### src/rtl/ctrl_pipe.sv
// ctrl_pipe: control-bundle pipeline (ID/EX, EX/MEM, MEM/WB) for the 5-stage
// MIPS core, plus RAW stall, bubble, branch/jump flush and PC select logic.
// Build option: define CTRL_PIPE_FWD_EN to generate the ALU forwarding selects
// and restrict stalls to load-use. Without it, the forwarding selects are tied
// to the register file and every EX/MEM RAW dependency stalls.
module ctrl_pipe #(
  parameter int REG_W = 5
) (
  input  logic             clk,
  input  logic             rst,
  input  logic [1:0]       id_alu_op,
  input  logic             id_reg_dst,
  input  logic             id_branch,
  input  logic             id_mem_read,
  input  logic             id_mem_2_reg,
  input  logic             id_mem_write,
  input  logic             id_alu_src,
  input  logic             id_reg_write,
  input  logic             id_jump,
  input  logic [REG_W-1:0] id_rs,
  input  logic [REG_W-1:0] id_rt,
  input  logic [REG_W-1:0] id_rd,
  input  logic             mem_zero,
  output logic [1:0]       ex_alu_op,
  output logic             ex_alu_src,
  output logic             ex_reg_dst,
  output logic             mem_mem_read,
  output logic             mem_mem_write,
  output logic             wb_reg_write,
  output logic             wb_mem_2_reg,
  output logic [REG_W-1:0] wb_dst,
  output logic             stall,
  output logic             flush_ifid,
  output logic [1:0]       pc_sel,
  output logic [1:0]       fwd_a,
  output logic [1:0]       fwd_b
);

  localparam logic [1:0] PC_SEQ    = 2'd0;
  localparam logic [1:0] PC_BRANCH = 2'd1;
  localparam logic [1:0] PC_JUMP   = 2'd2;
  localparam logic [1:0] FWD_RF    = 2'd0;
  localparam logic [1:0] FWD_WB    = 2'd1;
  localparam logic [1:0] FWD_MEM   = 2'd2;

  // A stage "writes r" only for a live, register-writing bundle; r0 is never a target.
  function automatic logic writes(input logic vld, input logic reg_write,
                                  input logic [REG_W-1:0] dst,
                                  input logic [REG_W-1:0] r);
    return vld & reg_write & (dst == r) & (r != '0);
  endfunction

  // ID/EX stage register (_p0)
  logic [1:0]       alu_op_p0;
  logic             alu_src_p0, reg_dst_p0, branch_p0, mem_read_p0;
  logic             mem_write_p0, reg_write_p0, mem_2_reg_p0, vld_p0;
  logic [REG_W-1:0] rs_p0, rt_p0, rd_p0;

  // EX/MEM stage register (_p1)
  logic             branch_p1, mem_read_p1, mem_write_p1, reg_write_p1;
  logic             mem_2_reg_p1, vld_p1;
  logic [REG_W-1:0] dst_p1;

  // MEM/WB stage register (_p2)
  logic             reg_write_p2, mem_2_reg_p2, vld_p2;
  logic [REG_W-1:0] dst_p2;

  logic [REG_W-1:0] ex_dst;
  logic             branch_taken;
  logic             hazard;

  assign ex_dst       = reg_dst_p0 ? rd_p0 : rt_p0;
  assign branch_taken = branch_p1 & mem_zero;

`ifdef CTRL_PIPE_FWD_EN
  function automatic logic [1:0] fwd_sel(input logic mem_hit, input logic wb_hit);
    if (mem_hit) return FWD_MEM;
    if (wb_hit)  return FWD_WB;
    return FWD_RF;
  endfunction

  // With forwarding only a load still in EX cannot supply its result in time.
  assign hazard = mem_read_p0 &
                  (writes(vld_p0, reg_write_p0, ex_dst, id_rs) |
                   writes(vld_p0, reg_write_p0, ex_dst, id_rt));

  assign fwd_a = fwd_sel(writes(vld_p1, reg_write_p1, dst_p1, rs_p0),
                         writes(vld_p2, reg_write_p2, dst_p2, rs_p0));
  assign fwd_b = fwd_sel(writes(vld_p1, reg_write_p1, dst_p1, rt_p0),
                         writes(vld_p2, reg_write_p2, dst_p2, rt_p0));
`else
  // Without forwarding any pending EX or MEM write to a source stalls; WB is
  // covered by the write-before-read register file.
  assign hazard = writes(vld_p0, reg_write_p0, ex_dst, id_rs) |
                  writes(vld_p0, reg_write_p0, ex_dst, id_rt) |
                  writes(vld_p1, reg_write_p1, dst_p1, id_rs) |
                  writes(vld_p1, reg_write_p1, dst_p1, id_rt);

  assign fwd_a = FWD_RF;
  assign fwd_b = FWD_RF;

  // ex_rs is only consumed by the forwarding selects.
  logic unused_ex_rs;
  assign unused_ex_rs = ^rs_p0;
`endif

  // Flow control: a taken branch overrides stalls, a stall overrides a jump.
  always_comb begin
    stall      = 1'b0;
    flush_ifid = 1'b0;
    pc_sel     = PC_SEQ;
    if (!rst) begin
      if (branch_taken) begin
        flush_ifid = 1'b1;
        pc_sel     = PC_BRANCH;
      end else if (hazard) begin
        stall = 1'b1;
      end else if (id_jump) begin
        flush_ifid = 1'b1;
        pc_sel     = PC_JUMP;
      end
    end
  end

  // ID/EX: load the decoded bundle, or a bubble on a stall or branch squash.
  always_ff @(posedge clk) begin
    if (rst || branch_taken || stall) begin
      alu_op_p0    <= '0;
      alu_src_p0   <= 1'b0;
      reg_dst_p0   <= 1'b0;
      branch_p0    <= 1'b0;
      mem_read_p0  <= 1'b0;
      mem_write_p0 <= 1'b0;
      reg_write_p0 <= 1'b0;
      mem_2_reg_p0 <= 1'b0;
      rs_p0        <= '0;
      rt_p0        <= '0;
      rd_p0        <= '0;
      vld_p0       <= 1'b0;
    end else begin
      alu_op_p0    <= id_alu_op;
      alu_src_p0   <= id_alu_src;
      reg_dst_p0   <= id_reg_dst;
      branch_p0    <= id_branch;
      mem_read_p0  <= id_mem_read;
      mem_write_p0 <= id_mem_write;
      reg_write_p0 <= id_reg_write;
      mem_2_reg_p0 <= id_mem_2_reg;
      rs_p0        <= id_rs;
      rt_p0        <= id_rt;
      rd_p0        <= id_rd;
      vld_p0       <= 1'b1;
    end
  end

  // EX/MEM: advance from EX, squashed along with ID/EX on a taken branch.
  always_ff @(posedge clk) begin
    if (rst || branch_taken) begin
      branch_p1    <= 1'b0;
      mem_read_p1  <= 1'b0;
      mem_write_p1 <= 1'b0;
      reg_write_p1 <= 1'b0;
      mem_2_reg_p1 <= 1'b0;
      dst_p1       <= '0;
      vld_p1       <= 1'b0;
    end else begin
      branch_p1    <= branch_p0;
      mem_read_p1  <= mem_read_p0;
      mem_write_p1 <= mem_write_p0;
      reg_write_p1 <= reg_write_p0;
      mem_2_reg_p1 <= mem_2_reg_p0;
      dst_p1       <= ex_dst;
      vld_p1       <= vld_p0;
    end
  end

  // MEM/WB: always advances; the branch in MEM itself is harmless in WB.
  always_ff @(posedge clk) begin
    if (rst) begin
      reg_write_p2 <= 1'b0;
      mem_2_reg_p2 <= 1'b0;
      dst_p2       <= '0;
      vld_p2       <= 1'b0;
    end else begin
      reg_write_p2 <= reg_write_p1;
      mem_2_reg_p2 <= mem_2_reg_p1;
      dst_p2       <= dst_p1;
      vld_p2       <= vld_p1;
    end
  end

  assign ex_alu_op     = alu_op_p0;
  assign ex_alu_src    = alu_src_p0;
  assign ex_reg_dst    = reg_dst_p0;
  assign mem_mem_read  = mem_read_p1;
  assign mem_mem_write = mem_write_p1;
  assign wb_reg_write  = reg_write_p2 & vld_p2;
  assign wb_mem_2_reg  = mem_2_reg_p2;
  assign wb_dst        = dst_p2;

endmodule

### config.mk
export PLATFORM = sky130hd
export DESIGN_NAME = ctrl_pipe
export DESIGN_NICKNAME = d
export VERILOG_FILES = /design/src/rtl/ctrl_pipe.sv
export SDC_FILE = /design/constraint.sdc
export NUM_CORES = 1
export LEC_CHECK = 0
export CAP_MARGIN = 20
export CORE_MARGIN = 2
export CORE_UTILIZATION = 42
export CTS_BUF_LIST = sky130_fd_sc_hd__clkbuf_2 sky130_fd_sc_hd__clkbuf_4 sky130_fd_sc_hd__clkbuf_8
export DETAILED_ROUTE_END_ITERATION = 8
export GPL_TIMING_DRIVEN = 0
export PLACE_DENSITY_LB_ADDON = 0.12
export SYNTH_ARGS = -nofsm -noshare
export SYNTH_HDL_FRONTEND = slang
export SYNTH_SLANG_ARGS = --single-unit
### constraint.sdc
create_clock -name clk -period 1.98 [get_ports clk]
set_input_delay 0.297 -clock clk [delete_from_list [all_inputs] [get_ports clk]]
set_output_delay 0.297 -clock clk [all_outputs]
set_load 0.01 [all_outputs]
==> metrics.cfg, run 1 <==
[floorplanning]
initial_utilization = 0.437
core_um2 = 3310
die_h_um = 62.7
fp.dieArea_um2 = 3930
row_count = 21
fp.dieW_um = 62.7
io_pins = 49

[pwr]
internal-power_mw = 1.30
power_switching_uw = 389
power_frac_comb = 0.173
p_seq_frac = 0.501
sw_frac_of_total = 0.230
peakVddDrop_uv = 562
p_leak_nw = 0.941
cellPowerDensity_nw_per_um2 = 731
power.clock.fraction = 0.326

[synthesis]
async_reset_ff_frac = 0
yosysUniqueCellTypes = 24
syn_inst = 136
synth.top_cells.by_count = 39 x dfxtp_1, 16 x and2_1, 12 x xor2_1
ys_ff_latch = 39
netlist_area_um2 = 1450
synth_ff_type = dfxtp_1
yosysMostFrequentCell = dfxtp_1
synth.area.top_cells = dfxtp_1 54%, xor2_1 7.3%, and2_1 6.9%
synth_area_leader_cell = dfxtp_1
syn_avg_cell_area_um2 = 10.6
ys_warn_count = 0
synth-seq-area-share = 0.540
yosys.area.top_type_share = 0.540
synth_edf_count = 0

[status]
violations = negative setup slack
outcome = finished, violations left

[finish]
drive_gt1_frac = 0.313
area_growth_pct = 59.9
fin_nets = 228
seq_area_um2 = 782
diodes = 0
multi_input_area_um2 = 785
fin_util = 0.699
final_area_um2 = 2310
num-fill-cells = 274

[detailed_routing]
routed_wl_mm = 3.05
drc = 0
drt-pass1-iter-count = 4
wire_per_inst_um = 12.4
drt_iter0_markers = 41
ant_nets = 0
via_per_inst = 4.42
vias = 1091

[placement]
dp_hpwl_mm = 2.19
port_buffers = 44
gp_congestion = 0.857
placed_area_um2 = 2060

[hold_path]
hold_path.class = input port to flop

[sta]
hold_viol_final = 0
skew_ns = 0.0103
finalCritPeriodShare = 1.36
clock.fmax_mhz = 372
final.setup.worst_slack_ns = -0.709
slew_viol_final = 0
tns_ns = -5.48
setup_viol = 23
rsz0062_at_grt = yes
fin_crit_ns = 2.69

[worst_setup_path]
cp.arrival_ns = 2.39
critPathKind = flop to primary output
path_max_fanout = 5
startpoint_type = flop
endpoint_kind = primary output
cp.required_ns = 1.68

[clocking]
clk_pin_slew_ns = 0.12
htree_levels = 2
clockBufferDepth = 2
numCtsBuffers = 5
cts.sinks = 39
cts_tree = done
worstSkewPairLatency_ns = 0.35
cts_root_buf = clkbuf_4

[grt]
grt.busiest_layer = met2
grt_usage = 0.163
overflow = 0
antenna_found_initial = 0
grtUsageMet1 = 0.183
grt_pass1_vias = 1096
grt_pass1_wl_mm = 4.89
grtUsageMet2 = 0.270
grt_max_degree = 13
use_met3 = 0.0577

[job]
maxCapViolations = 0

-- repair_timing --
| action | in CTS | in global routing |
|---|---|---|
| gates resized for setup | 42 | 13 |
| buffers inserted | 6 | 5 |
| endpoints found under the setup margin | 23 | 24 |
| hold buffers | 0 | 0 |
| pin swaps | 14 | 3 |
| cloned | 1 | 0 |
-- metrics by stage --
stage	setup WS, ns	cells	power, mW	hold WS (ns)
after floorplan	-0.0603	139	0.995	0.406
after global placement	-1.25	229	1.10	0.409
after detailed placement	-1.28	229	1.11	0.418
after CTS	-0.702	244	1.68	0.414
after global routing	-0.798	247	1.77	0.421
final	-0.709	247	1.69	0.423
-- worst paths after layout --
kind           startpoint            end  slack [ns]  depth (start not counted)
max reg2reg    ex_reg_dst   ex_alu_op[0]       -0.20                         10
min reg2reg  mem_write_p0  mem_mem_write        0.44                          1
min              id_rt[3]       rt_p0[3]        0.42                          2
max            ex_reg_dst      pc_sel[1]       -0.71                         10
-- power groups by stage --
stage / Sequential (mW) / Combinational [mW] / Clock, mW
after floorplan: 0.868 / 0.128 / 0
after global placement: 0.865 / 0.237 / 0
after detailed placement: 0.866 / 0.244 / 0
after CTS: 0.848 / 0.273 / 0.560
after global routing: 0.853 / 0.314 / 0.599
final: 0.848 / 0.293 / 0.551
-- logic make-up (layout without fill, tap and decap cells) --
group,count (synthesis),count (layout),share of synthesized area
other cells,1,4,0.00259
mux,5,5,0.0346
compound gates,3,3,0.0164
xor+xnor,20,20,0.121
buf+inv,9,71,0.0381
simple gates,59,59,0.247
flops,39,39,0.540
-- critical path, cell delays in order (launching register included) --
cell	delay [ns]
dfxtp_2	0.37
buf_12	0.15
mux2i_4	0.27
buf_4	0.15
xor2_1	0.16
nand4_1	0.19
nor4_4	0.26
nor4_4	0.09
buf_4	0.16
and2_4	0.13
buf_6	0.11
-- per-layer routing --
metal,vias up,part of all wire,routed length [µm]
li1,555,-,-
met2,37,0.50,1520
met1,491,0.42,1280
met5,-,0,0
met3,8,0.060,183
met4,0,0.023,70
-- area by class of cell --
| class | instances | area share |
|---|---|---|
| Multi-Input combinational cell | 91 | 0.339 |
| Sequential cell | 39 | 0.338 |
| Timing Repair Buffer | 54 | 0.226 |
| Buffer | 8 | 0.0335 |
| Tap cell | 46 | 0.0249 |
| Clock buffer | 6 | 0.0222 |
| Clock inverter | 2 | 0.0151 |
| Inverter | 1 | 0.00162 |
-- cells in the final DEF, fill, tap and decap left out, types with 4 or more instances in the layout --
master           instances
conb_1                   4
clkbuf_4                 5
buf_6                    5
mux2i_4                  5
and2_4                  16
xnor2_1                  8
and2_1                  11
dlygate4sd2_1            8
buf_4                   11
dfxtp_1                 38
xor2_1                  11
nor2b_1                  8
clkdlybuf4s50_1         33
nor2_1                   5
Note: power is estimated with default switching activity, not from simulation.
==> run 2, diff against run 1 <==
--- a/config.mk
+++ b/config.mk
@@ -10,6 +10,7 @@
 export CORE_UTILIZATION = 42
 export CTS_BUF_LIST = sky130_fd_sc_hd__clkbuf_2 sky130_fd_sc_hd__clkbuf_4 sky130_fd_sc_hd__clkbuf_8
 export DETAILED_ROUTE_END_ITERATION = 8
+export GPL_ROUTABILITY_DRIVEN = 0
 export GPL_TIMING_DRIVEN = 0
 export PLACE_DENSITY_LB_ADDON = 0.12
 export SYNTH_ARGS = -nofsm -noshare
==> results of run 2 <==
No change in the layout: final DEF, timing and power equal those of run 1.
